--- config.mk ---
export PLATFORM = sky130hd
export DESIGN_NAME = alu_flat
export DESIGN_NICKNAME = d
export VERILOG_FILES = /design/src/rtl/alu_if.sv /design/src/rtl/alu.sv /design/src/flat_wrapper.sv
export SDC_FILE = /design/constraint.sdc
export NUM_CORES = 1
export LEC_CHECK = 0
export BUFFER_PORTS_ARGS = -buffer_cell sky130_fd_sc_hd__buf_2
export CAP_MARGIN = 20
export CORE_UTILIZATION = 46
export DETAILED_ROUTE_END_ITERATION = 10
export PLACE_DENSITY = 0.82
export SYNTH_ARGS = -nofsm -noshare
export SYNTH_HDL_FRONTEND = slang
export SYNTH_SLANG_ARGS = --single-unit
--- constraint.sdc ---
create_clock -name clk -period 3.4 [get_ports clk]
set_clock_uncertainty 0.05 [all_clocks]
set_input_delay 0 -clock clk [delete_from_list [all_inputs] [get_ports clk]]
set_output_delay 0 -clock clk [all_outputs]
set_load 0.05 [all_outputs]
--- src/rtl/alu_if.sv ---
// Operand/result bundle between the execute-stage datapath and the ALU.
interface alu_if #(
  parameter int unsigned WIDTH = 32
);
  logic [WIDTH-1:0] A;
  logic [WIDTH-1:0] B;
  logic [2:0]       ALUcont;
  logic [WIDTH-1:0] result;
  logic             zero;
  logic             overflow;
  logic [WIDTH-1:0] result_q;
  logic             zero_q;
  logic             overflow_q;

  // Datapath side: supplies operands and control, consumes results.
  modport master (
    output A, B, ALUcont,
    input  result, zero, overflow, result_q, zero_q, overflow_q
  );

  // ALU side: consumes operands and control, produces results.
  modport slave (
    input  A, B, ALUcont,
    output result, zero, overflow, result_q, zero_q, overflow_q
  );
endinterface

--- src/rtl/alu.sv ---
// MIPS-style integer ALU: combinational result/zero/overflow plus a
// one-cycle registered copy for pipelined consumers.
module alu #(
  parameter int unsigned WIDTH = 32
) (
  input  logic  clk,
  input  logic  reset,
  alu_if.slave  bus
);
  localparam int unsigned MSB = WIDTH - 1;

  logic             cin;
  logic [WIDTH-1:0] b_eff;
  logic [WIDTH-1:0] sum;
  logic             ovf_arith;
  logic             less;
  logic [WIDTH-1:0] result_c;
  logic             zero_c;
  logic             overflow_c;

  // Shared adder for ADD/SUB/SLT; ALUcont[2] selects subtraction (invert B, carry in 1).
  always_comb begin
    cin       = bus.ALUcont[2];
    b_eff     = cin ? ~bus.B : bus.B;
    sum       = bus.A + b_eff + {{(WIDTH-1){1'b0}}, cin};
    // Signed overflow: operands (as fed to the adder) agree in sign, sum disagrees.
    ovf_arith = (bus.A[MSB] == b_eff[MSB]) && (sum[MSB] != bus.A[MSB]);
    // Correcting the sign bit by overflow keeps SLT right at operand extremes.
    less      = sum[MSB] ^ ovf_arith;
  end

  // Operation select, zero detect and overflow qualification.
  always_comb begin
    result_c = '0;
    case (bus.ALUcont)
      3'b000: result_c = bus.A & bus.B;
      3'b001: result_c = bus.A | bus.B;
      3'b010: result_c = sum;
      3'b011: result_c = ~(bus.A | bus.B);
      3'b100: result_c = bus.A & ~bus.B;
      3'b101: result_c = bus.A | ~bus.B;
      3'b110: result_c = sum;
      3'b111: result_c = {{(WIDTH-1){1'b0}}, less};
      default: result_c = '0;
    endcase
    zero_c     = (result_c == '0);
    overflow_c = ((bus.ALUcont == 3'b010) || (bus.ALUcont == 3'b110)) ? ovf_arith : 1'b0;
  end

  assign bus.result   = result_c;
  assign bus.zero     = zero_c;
  assign bus.overflow = overflow_c;

  // Pipeline register: reset presents a cleared result with zero asserted.
  always_ff @(posedge clk) begin
    if (reset) begin
      bus.result_q   <= '0;
      bus.zero_q     <= 1'b1;
      bus.overflow_q <= 1'b0;
    end else begin
      bus.result_q   <= result_c;
      bus.zero_q     <= zero_c;
      bus.overflow_q <= overflow_c;
    end
  end
endmodule

--- src/flat_wrapper.sv ---
// flat-port wrapper written by rule: the top's interface ports become plain ports
module alu_flat 
#(
  parameter int unsigned WIDTH = 32
)
  (clk, reset, bus_A, bus_B, bus_ALUcont, bus_result, bus_zero, bus_overflow, bus_result_q, bus_zero_q, bus_overflow_q);
  alu_if #(.WIDTH(WIDTH)) bus_i ();
  input  logic clk;
  input  logic reset;
  input wire logic [$bits(bus_i.A)-1:0] bus_A;
  input wire logic [$bits(bus_i.B)-1:0] bus_B;
  input wire logic [$bits(bus_i.ALUcont)-1:0] bus_ALUcont;
  output wire logic [$bits(bus_i.result)-1:0] bus_result;
  output wire logic [$bits(bus_i.zero)-1:0] bus_zero;
  output wire logic [$bits(bus_i.overflow)-1:0] bus_overflow;
  output wire logic [$bits(bus_i.result_q)-1:0] bus_result_q;
  output wire logic [$bits(bus_i.zero_q)-1:0] bus_zero_q;
  output wire logic [$bits(bus_i.overflow_q)-1:0] bus_overflow_q;
  assign bus_i.A = bus_A;
  assign bus_i.B = bus_B;
  assign bus_i.ALUcont = bus_ALUcont;
  assign bus_result = bus_i.result;
  assign bus_zero = bus_i.zero;
  assign bus_overflow = bus_i.overflow;
  assign bus_result_q = bus_i.result_q;
  assign bus_zero_q = bus_i.zero_q;
  assign bus_overflow_q = bus_i.overflow_q;
  alu #(.WIDTH(WIDTH)) u_core (.clk(clk), .reset(reset), .bus(bus_i));
endmodule
## Word-level counts from Yosys, hierarchy flattened

Cells that the tools add are included.

- Input bits: 69
- Word-level logic and storage cells: 29
- Flip-flop bits (word level): 34
- Output and inout port bits: 68

- Bitwise operators: 7
- Add/sub/neg operators: 2
- Multiplexer cells: 3
- Equality and inequality tests: 9
- Reduce and logical (&&, ||, !) cells: 5

Operator list:

| operator | count |
|---|---|
| 32-bit case mux with 7 select lines | 1 |
| 32-bit bitwise AND | 2 |
| 32-bit NOT | 2 |
| 32-bit OR | 2 |
| 32-bit by 1-bit adder with 32-bit output | 1 |
| 32-bit adder | 1 |
| 32-bit logical NOT | 1 |
| 32-bit 2-to-1 mux | 1 |
| 3-bit == test (second input constant) | 4 |
| 3-bit by 2-bit == test with 1-bit output (second input constant) | 2 |
| 3-bit by 1-bit == test with 1-bit output (second input constant) | 1 |
| 3-bit logical NOT | 1 |
| 2-bit OR reduction | 1 |
| 1-bit == test | 1 |
| 1-bit logical AND | 1 |
| 1-bit logical OR | 1 |
| 1-bit 2-to-1 mux | 1 |
| 1-bit inequality test | 1 |
| 1-bit bitwise XOR | 1 |

## Logic depth before layout (Yosys ltp)

Gate-level depths: netlist of the first run.

- Depth in word-level cells: 9
- Depth in mapped cells: 16
- Depth with buffers taken out: 12

## Worst setup path after synthesis of the first run

OpenSTA, ideal clock, no wires.

- Kind: input to output
- From: input port bus_ALUcont[2]
- To: output port bus_zero
- Slack: -1241 ps
- Path buffers: 3
- Data required time: 3350 ps
- Stages: 14
- Arrival: 4591 ps
- Path through: buf_6 > buf_6 > buf_6 > xor2_1 > ha_1 > a21oi_1 > o221ai_2 > o311ai_2 > a21oi_1 > o311ai_0 > o211ai_1 > xnor2_1 > o21ai_0 > nor4_1

- Elaborated cells on any way between the ends: 18
- Those cells by class: 2 x add/sub; 9 x eq/ne; 2 x mux; 1 x bitwise; 4 x reduce/logical

RTL lines:

| element | RTL line | text |
|---|---|---|
| from (decl) | flat_wrapper.sv:12 | `input wire logic [$bits(bus_i.ALUcont)-1:0] bus_ALUcont;` |
| 32-bit 2-to-1 mux | alu.sv:24 | `b_eff = cin ? ~bus.B : bus.B;` |
| 32-bit adder | alu.sv:25 | `sum = bus.A + b_eff + {{(WIDTH-1){1'b0}}, cin};` |
| 32-bit by 1-bit adder with 32-bit output | alu.sv:25 |  |
| 32-bit case mux with 7 select lines (*) | alu.sv:35 | `case (bus.ALUcont)` |
| via bus_result[29] | flat_wrapper.sv:13 | `output wire logic [$bits(bus_i.result)-1:0] bus_result;` |
| 32-bit logical NOT (*) | alu.sv:46 | `zero_c = (result_c == '0);` |
| to (decl) | flat_wrapper.sv:14 | `output wire logic [$bits(bus_i.zero)-1:0] bus_zero;` |

The timed path passes the listed nets; every way through them passes the cells marked *.

## Worst setup path after layout of the first run

- From: input port bus_ALUcont[2]
- To: output port bus_zero

- Cells in the longest elaborated chain, start to end: 8
- Elaborated cells on any way between the ends: 18
- Those cells by class: 2 x add/sub; 9 x eq/ne; 2 x mux; 1 x bitwise; 4 x reduce/logical

Ends and longest elaborated chain:

| element | RTL line | text |
|---|---|---|
| 32-bit 2-to-1 mux | alu.sv:24 |  |
| 32-bit adder | alu.sv:25 |  |
| 32-bit by 1-bit adder with 32-bit output | alu.sv:25 |  |
| 1-bit inequality test | alu.sv:27 | `ovf_arith = (bus.A[MSB] == b_eff[MSB]) && (sum[MSB] != bus.A[MSB]);` |
| 1-bit logical AND | alu.sv:27 |  |
| 1-bit bitwise XOR | alu.sv:29 | `less = sum[MSB] ^ ovf_arith;` |
| 32-bit case mux with 7 select lines (*) | alu.sv:35 |  |
| 32-bit logical NOT (*) | alu.sv:46 |  |

Mark *: on every way between the ends. The rest lies on a longest branch, timed or not.

==> flow_metrics.env, run 1 <==
export IMPL_status="finished, final reports clean"
export IMPL_power_total_w=0.00279
export IMPL_utilization_pct=74.0
export IMPL_initial_utilization_pct=48.0
export IMPL_antenna_found_initial=0
export IMPL_nets=1041
export IMPL_cp_required_ps=3350
export IMPL_p_leak_nw=3.38
export IMPL_syn_area_um2=4730
export IMPL_crit_path_start_kind="input port"
export IMPL_grt_pass1_vias=5920
export IMPL_layout_common_cells="195 x buf_4, 134 x buf_2, 60 x a21oi_1, 45 x nand2_1, 42 x nor2_1"
export IMPL_setup_viol=0
export IMPL_grt_max_degree=23
export IMPL_rows=36
export IMPL_gp_congestion=1.01
export IMPL_critPathLaunch="bus_ALUcont[2]"
export IMPL_dp_cells=1061
export IMPL_p_per_area_nw_per_um2=383
export IMPL_drcViolationCount=0
export IMPL_first_iter_violations=400
export IMPL_peakVddDrop_v=0.000326
export IMPL_root_buffer="clkbuf_8"
export IMPL_hp_class="input port to flop"
export IMPL_min_to="u_core.bus.result_q[2]"
export IMPL_synth_seq_cells=34
export IMPL_cap_violations=0
export IMPL_numClockSinks=34
export IMPL_synth_flop_cell="dfxtp_1"
export IMPL_wl_per_cell_um=17.8
export IMPL_synthSimpleGateAreaFrac_pct=23.5
export IMPL_synth_mux_area_share_pct=1.74
export IMPL_critPathKind="input port to output port"
export IMPL_drv_slew=0
export IMPL_dieArea_um2=10700
export IMPL_period_minus_slack_ps=3340
export IMPL_routed_wirelength_um=19000
export IMPL_synth_cells=642
export IMPL_syn_area_per_cell_um2=7.37
export IMPL_first_pass_iters=7
export IMPL_coreArea_um2=9860
export IMPL_vias_per_cell=5.88
export IMPL_path_cells="buf_8 > buf_6 > xor2_2 > ha_1 > nand4_1 > buf_4 > o41ai_1 > buf_4 > a21boi_0 > xnor2_1 > a221oi_2 > nand2_1 > nor4_4 > buf_6"
export IMPL_slew_headroom_pct=56.5
export IMPL_synth_warnings=0
export IMPL_synth_edf_count=0
export IMPL_ant_nets=0
export IMPL_critPathTopFamily="buffers and inverters"
export IMPL_final_common_cell="buf_4"
export IMPL_worstMarginPinSlew_ps=646
export IMPL_endpoint_kind="output port"
export IMPL_dpl_instance_area_um2=6940
export IMPL_layout_setup_ws_ps=62.8
export IMPL_dp_hpwl_um=15500
export IMPL_synth_seq_area_share_pct=14.4
export IMPL_pre_cts_slack_ps=-351
export IMPL_cts_buffers=5
export IMPL_instances_no_fill=1073
export IMPL_cp_num_buf_inv=5
export IMPL_h_tree_depth=2
export IMPL_n_antenna_cell=0
export IMPL_arrival_ps=3290
export IMPL_fmax_ghz=0.300
export IMPL_place_port_buffers=136
export IMPL_synth_fa_ha_area_share_pct=15.2
export IMPL_crit_slowest_cell="o41ai_1"
export IMPL_holdBufCountCts=0
export IMPL_synth_compound_area_share_pct=28.9
export IMPL_vias=6312
export IMPL_async_reset_ff_share_pct=0
export IMPL_die_w_um=103
export IMPL_num_io_pins=137
export IMPL_drive_gt1_share_pct=44.4
export IMPL_grt_total_usage_pct=35.2
export IMPL_finalHoldViolCount=0
export IMPL_min_from="reset"
export IMPL_hold_depth=2
export IMPL_slowest_delay_ps=430
export IMPL_synth_nets=744
export IMPL_rsz0062_at_grt="false"
export IMPL_grt_ovfl_total=0
export IMPL_synth_top_family_by_area="compound AO/OA/AOI/OAI gates"
export IMPL_die_h_um=103
export IMPL_clockBufferDepth=2
export IMPL_min_period_over_period_pct=98.2
export IMPL_cts_tree="built"
export IMPL_synth_xor_area_share_pct=9.44
export IMPL_finalInstanceArea_um2=7300
export IMPL_areaGrowthSynthToFinish_pct=54.2
export IMPL_ys_types=71
export IMPL_grt_pass1_wl_um=29100
export IMPL_cp_max_fo=16
export IMPL_cts_clk_slew_worst_paths_ps=60
worst max path at each step:
stage | end | slack [ps] | depth (start not counted)
after global routing | bus_zero | 5 | 16
final | bus_zero | 60 | 14
after detailed placement | u_core.bus.zero_q | -350 | 14
after global placement | bus_zero | -310 | 15
after floorplan | bus_zero | -140 | 15
after CTS | bus_zero | 0.6 | 15
flip-flops by register name, indices dropped and copies added (netlist names):
name,count
u_core.bus.zero_q,1
u_core.bus.result_q,32
u_core.bus.overflow_q,1
power by group:
part | total (W) | internal (W) | leakage, nW | switching, W
combinational | 0.00199 | 0.000793 | 3.04 | 0.00120
sequential | 0.000447 | 0.000439 | 0.282 | 0.00000787
clock | 0.000350 | 0.000219 | 0.0524 | 0.000132
metrics by stage:
step | TNS, ps | hold WS [ps]
2_1_floorplan | -136 | 171
3_3_place_gp | -540 | 339
3_5_place_dp | -709 | 343
4_1_cts | 0 | 50.9
5_1_grt | 0 | 79.4
6_report | 0 | 58.1
cell families (layout without fill, tap and decap cells):
| family | Yosys count | count (layout) |
|---|---|---|
| flops | 34 | 34 |
| mux | 7 | 7 |
| simple gates | 216 | 216 |
| buf+inv | 68 | 366 |
| xor+xnor | 51 | 51 |
| compound gates | 204 | 204 |
| fa+ha+maj | 62 | 62 |
layer usage:
metal	global-route usage [%]	vias to the layer above	wire length, um
met4	12.7	0	471
li1	-	2981	-
met5	0	-	0
met1	47.9	2934	8080
met2	57.4	351	8720
met3	3.76	46	1780
layout make-up:
cell class / count / area, um^2
multi-input cells: 540 / 4040
clock inverters: 1 / 30.0
flip-flops and latches: 34 / 681
fillers: 735 / 2570
repair buffers: 334 / 2210
inverters: 24 / 90.1
clock buffers: 7 / 76.3
well taps: 133 / 166
what timing repair did:
item,in CTS,in global routing
setup buffers,0,4
cloned,0,0
pin swaps,0,11
endpoints found under the setup margin,3,3
gates resized for setup,6,44
synth_stat cells (all sizes together), types with 7 or more instances:
cell	number	area, um^2
buf	21	148
o211ai	13	97.6
a211oi	15	123
xnor2	12	105
nand3	8	40.0
clkbuf	23	87.6
xor2	39	342
mux2i	7	82.6
nand2	47	176
a21oi	71	367
o21ai	36	180
a221o	7	70.1
o311ai	7	68.8
nor3	39	195
and3	8	50.1
nor2	43	161
nor2b	7	43.8
dfxtp	34	681
ha	32	400
and2	16	100
nand4	17	106
maj3	29	299
o21a	11	82.6
nor4	10	75.1
inv	24	90.1
Power figures use the tool's default switching activity.
==> inputs of run 2 (changes only) <==
- CORE_ASPECT_RATIO: unset -> 0.6
==> flow_metrics.env, run 2 (synthesis gave the netlist of run 1 again) <==
export IMPL_min_from="reset"
export IMPL_largest_reg_flops=32
export IMPL_p_int_w=0.00162
export IMPL_layout_common_cells="209 x buf_4, 133 x buf_2, 53 x a21oi_1, 44 x nand2_1, 40 x nor2_1"
export IMPL_slew_headroom_pct=60.5
export IMPL_areaGrowthSynthToFinish_pct=67.1
export IMPL_place_port_buffers=136
export IMPL_pwr_share_seq_pct=14.2
export IMPL_grt_pass1_wl_um=33800
export IMPL_drcViolationCount=0
export IMPL_arrival_ps=3430
export IMPL_antenna_found_initial=1
export IMPL_violations="negative setup slack"
export IMPL_finalInstanceArea_um2=7910
export IMPL_p_per_area_nw_per_um2=402
export IMPL_die_w_um=133
export IMPL_num_io_pins=137
export IMPL_cp_num_buf_inv=4
export IMPL_p_leak_nw=3.55
export IMPL_n_antenna_cell=0
export IMPL_grt_max_degree=30
export IMPL_first_pass_iters=6
export IMPL_fmax_ghz=0.287
export IMPL_slowest_delay_ps=450
export IMPL_routed_wirelength_um=24800
export IMPL_fillers=633
export IMPL_cts_buffers=5
export IMPL_clockPowerShare_pct=13.1
export IMPL_grt_ovfl_total=0
export IMPL_hp_class="input port to flop"
export IMPL_vias_per_cell=6.45
export IMPL_vias=7052
export IMPL_worstMarginPinSlew_ps=593
export IMPL_wl_per_cell_um=22.7
export IMPL_root_buffer="clkbuf_16"
export IMPL_finalHoldViolCount=0
export IMPL_swShare_pct=49.0
export IMPL_nets=1061
export IMPL_cp_max_fo=6
export IMPL_min_to="u_core.bus.result_q[11]"
export IMPL_grt_total_usage_pct=41.1
export IMPL_cap_violations=0
export IMPL_clockBufferDepth=2
export IMPL_gp_congestion=0.994
export IMPL_ant_nets=0
export IMPL_setup_viol=3
export IMPL_power_frac_comb_pct=72.7
export IMPL_largest_register="u_core.bus.result_q"
export IMPL_final_common_cell="buf_4"
export IMPL_dpl_instance_area_um2=6890
export IMPL_layout_setup_ws_ps=-81.2
export IMPL_initial_utilization_pct=47.7
export IMPL_rsz0062_at_grt="true"
export IMPL_pre_cts_slack_ps=-415
export IMPL_drive_gt1_share_pct=49.4
export IMPL_cts_clk_slew_worst_paths_ps=50
export IMPL_peakVddDrop_v=0.000445
export IMPL_path_cells="buf_12 > buf_12 > xor2_4 > ha_4 > a21oi_4 > o221ai_4 > buf_6 > o31a_1 > a22oi_2 > xnor2_1 > a221o_2 > nor4_2 > nand2_1 > nor4_4 > buf_6"
export IMPL_rows=28
export IMPL_critPathKind="input port to output port"
export IMPL_coreArea_um2=9910
export IMPL_status="finished with violations"
export IMPL_cp_required_ps=3350
export IMPL_crit_slowest_cell="a221o_2"
export IMPL_cts_tree="built"
export IMPL_grt_pass1_vias=6217
export IMPL_biggestRegsByFlops="u_core.bus.result_q (32), u_core.bus.overflow_q (1), u_core.bus.zero_q (1)"
export IMPL_numClockSinks=34
export IMPL_p_sw_w=0.00156
export IMPL_first_iter_violations=974
export IMPL_min_period_over_period_pct=102
export IMPL_crit_path_start_kind="input port"
export IMPL_power_total_w=0.00318
export IMPL_critPathTopFamily="compound AO/OA/AOI/OAI gates"
export IMPL_h_tree_depth=2
export IMPL_hold_depth=2
export IMPL_dp_hpwl_um=17600
export IMPL_period_minus_slack_ps=3480
export IMPL_endpoint_kind="output port"
export IMPL_dieArea_um2=10700
export IMPL_drv_slew=0
export IMPL_die_h_um=80.6
export IMPL_setup_tns_final_ps=-116
==> run 2: layer usage <==
metal | up-vias | track usage (%) | part of all wire [%] | wire (um)
li1 | 3013 | - | - | -
met1 | 3276 | 56.5 | 39 | 9610
met2 | 648 | 61.9 | 41 | 10200
met3 | 113 | 13.1 | 17 | 4110
met4 | 2 | 8.85 | 3.3 | 822
met5 | - | 0 | 0.056 | 14
==> run 2: how the worst max path moves through the flow <==
| stage | from | to | slack [ps] | cells past startpoint |
|---|---|---|---|---|
| 2_1_floorplan | bus_ALUcont[2] | bus_zero | -140 | 15 |
| 3_3_place_gp | bus_ALUcont[2] | bus_zero | -330 | 15 |
| 3_5_place_dp | bus_ALUcont[2] | u_core.bus.zero_q | -420 | 15 |
| 4_1_cts | bus_ALUcont[2] | bus_zero | 0.4 | 15 |
| 5_1_grt | bus_ALUcont[2] | bus_zero | -250 | 17 |
| 6_report | bus_ALUcont[2] | bus_zero | -80 | 15 |
==> run 2: repair_timing <==
| action | CTS | global route |
|---|---|---|
| pin swaps | 9 | 40 |
| resized for setup | 39 | 76 |
| cloned | 0 | 2 |
| hold buffers | 0 | 0 |
| endpoints found under the setup margin | 3 | 3 |
| setup buffers | 5 | 25 |
==> run 2: final cells by class <==
class / instances / area, um^2 / share of cell area [%]
clock inverters: 2 / 10.0 / 0.127
multi-input cells: 540 / 4390 / 55.5
inverters: 24 / 90.1 / 1.14
flip-flops and latches: 34 / 681 / 8.61
repair buffers: 354 / 2440 / 30.9
well taps: 135 / 169 / 2.14
clock buffers: 5 / 125 / 1.58
==> run 2: power groups by stage <==
stage	logic, W	registers, W	clock network [W]
2_1_floorplan	0.000993	0.000602	0
3_5_place_dp	0.00194	0.000458	0
6_report	0.00231	0.000452	0.000417
5_1_grt	0.00239	0.000455	0.000438
4_1_cts	0.00202	0.000452	0.000418
3_3_place_gp	0.00190	0.000455	0
==> run 2: through the flow <==
step / cells / hold WS (ps) / utilization [%]
CTS: 1067 / 78.0 / 73.1
floorplan: 642 / 171 / -
detailed placement: 1055 / 350 / 69.5
global placement: 1055 / 342 / 69.5
global route: 1094 / 91.8 / 79.8
finish: 1094 / 93.0 / 79.8
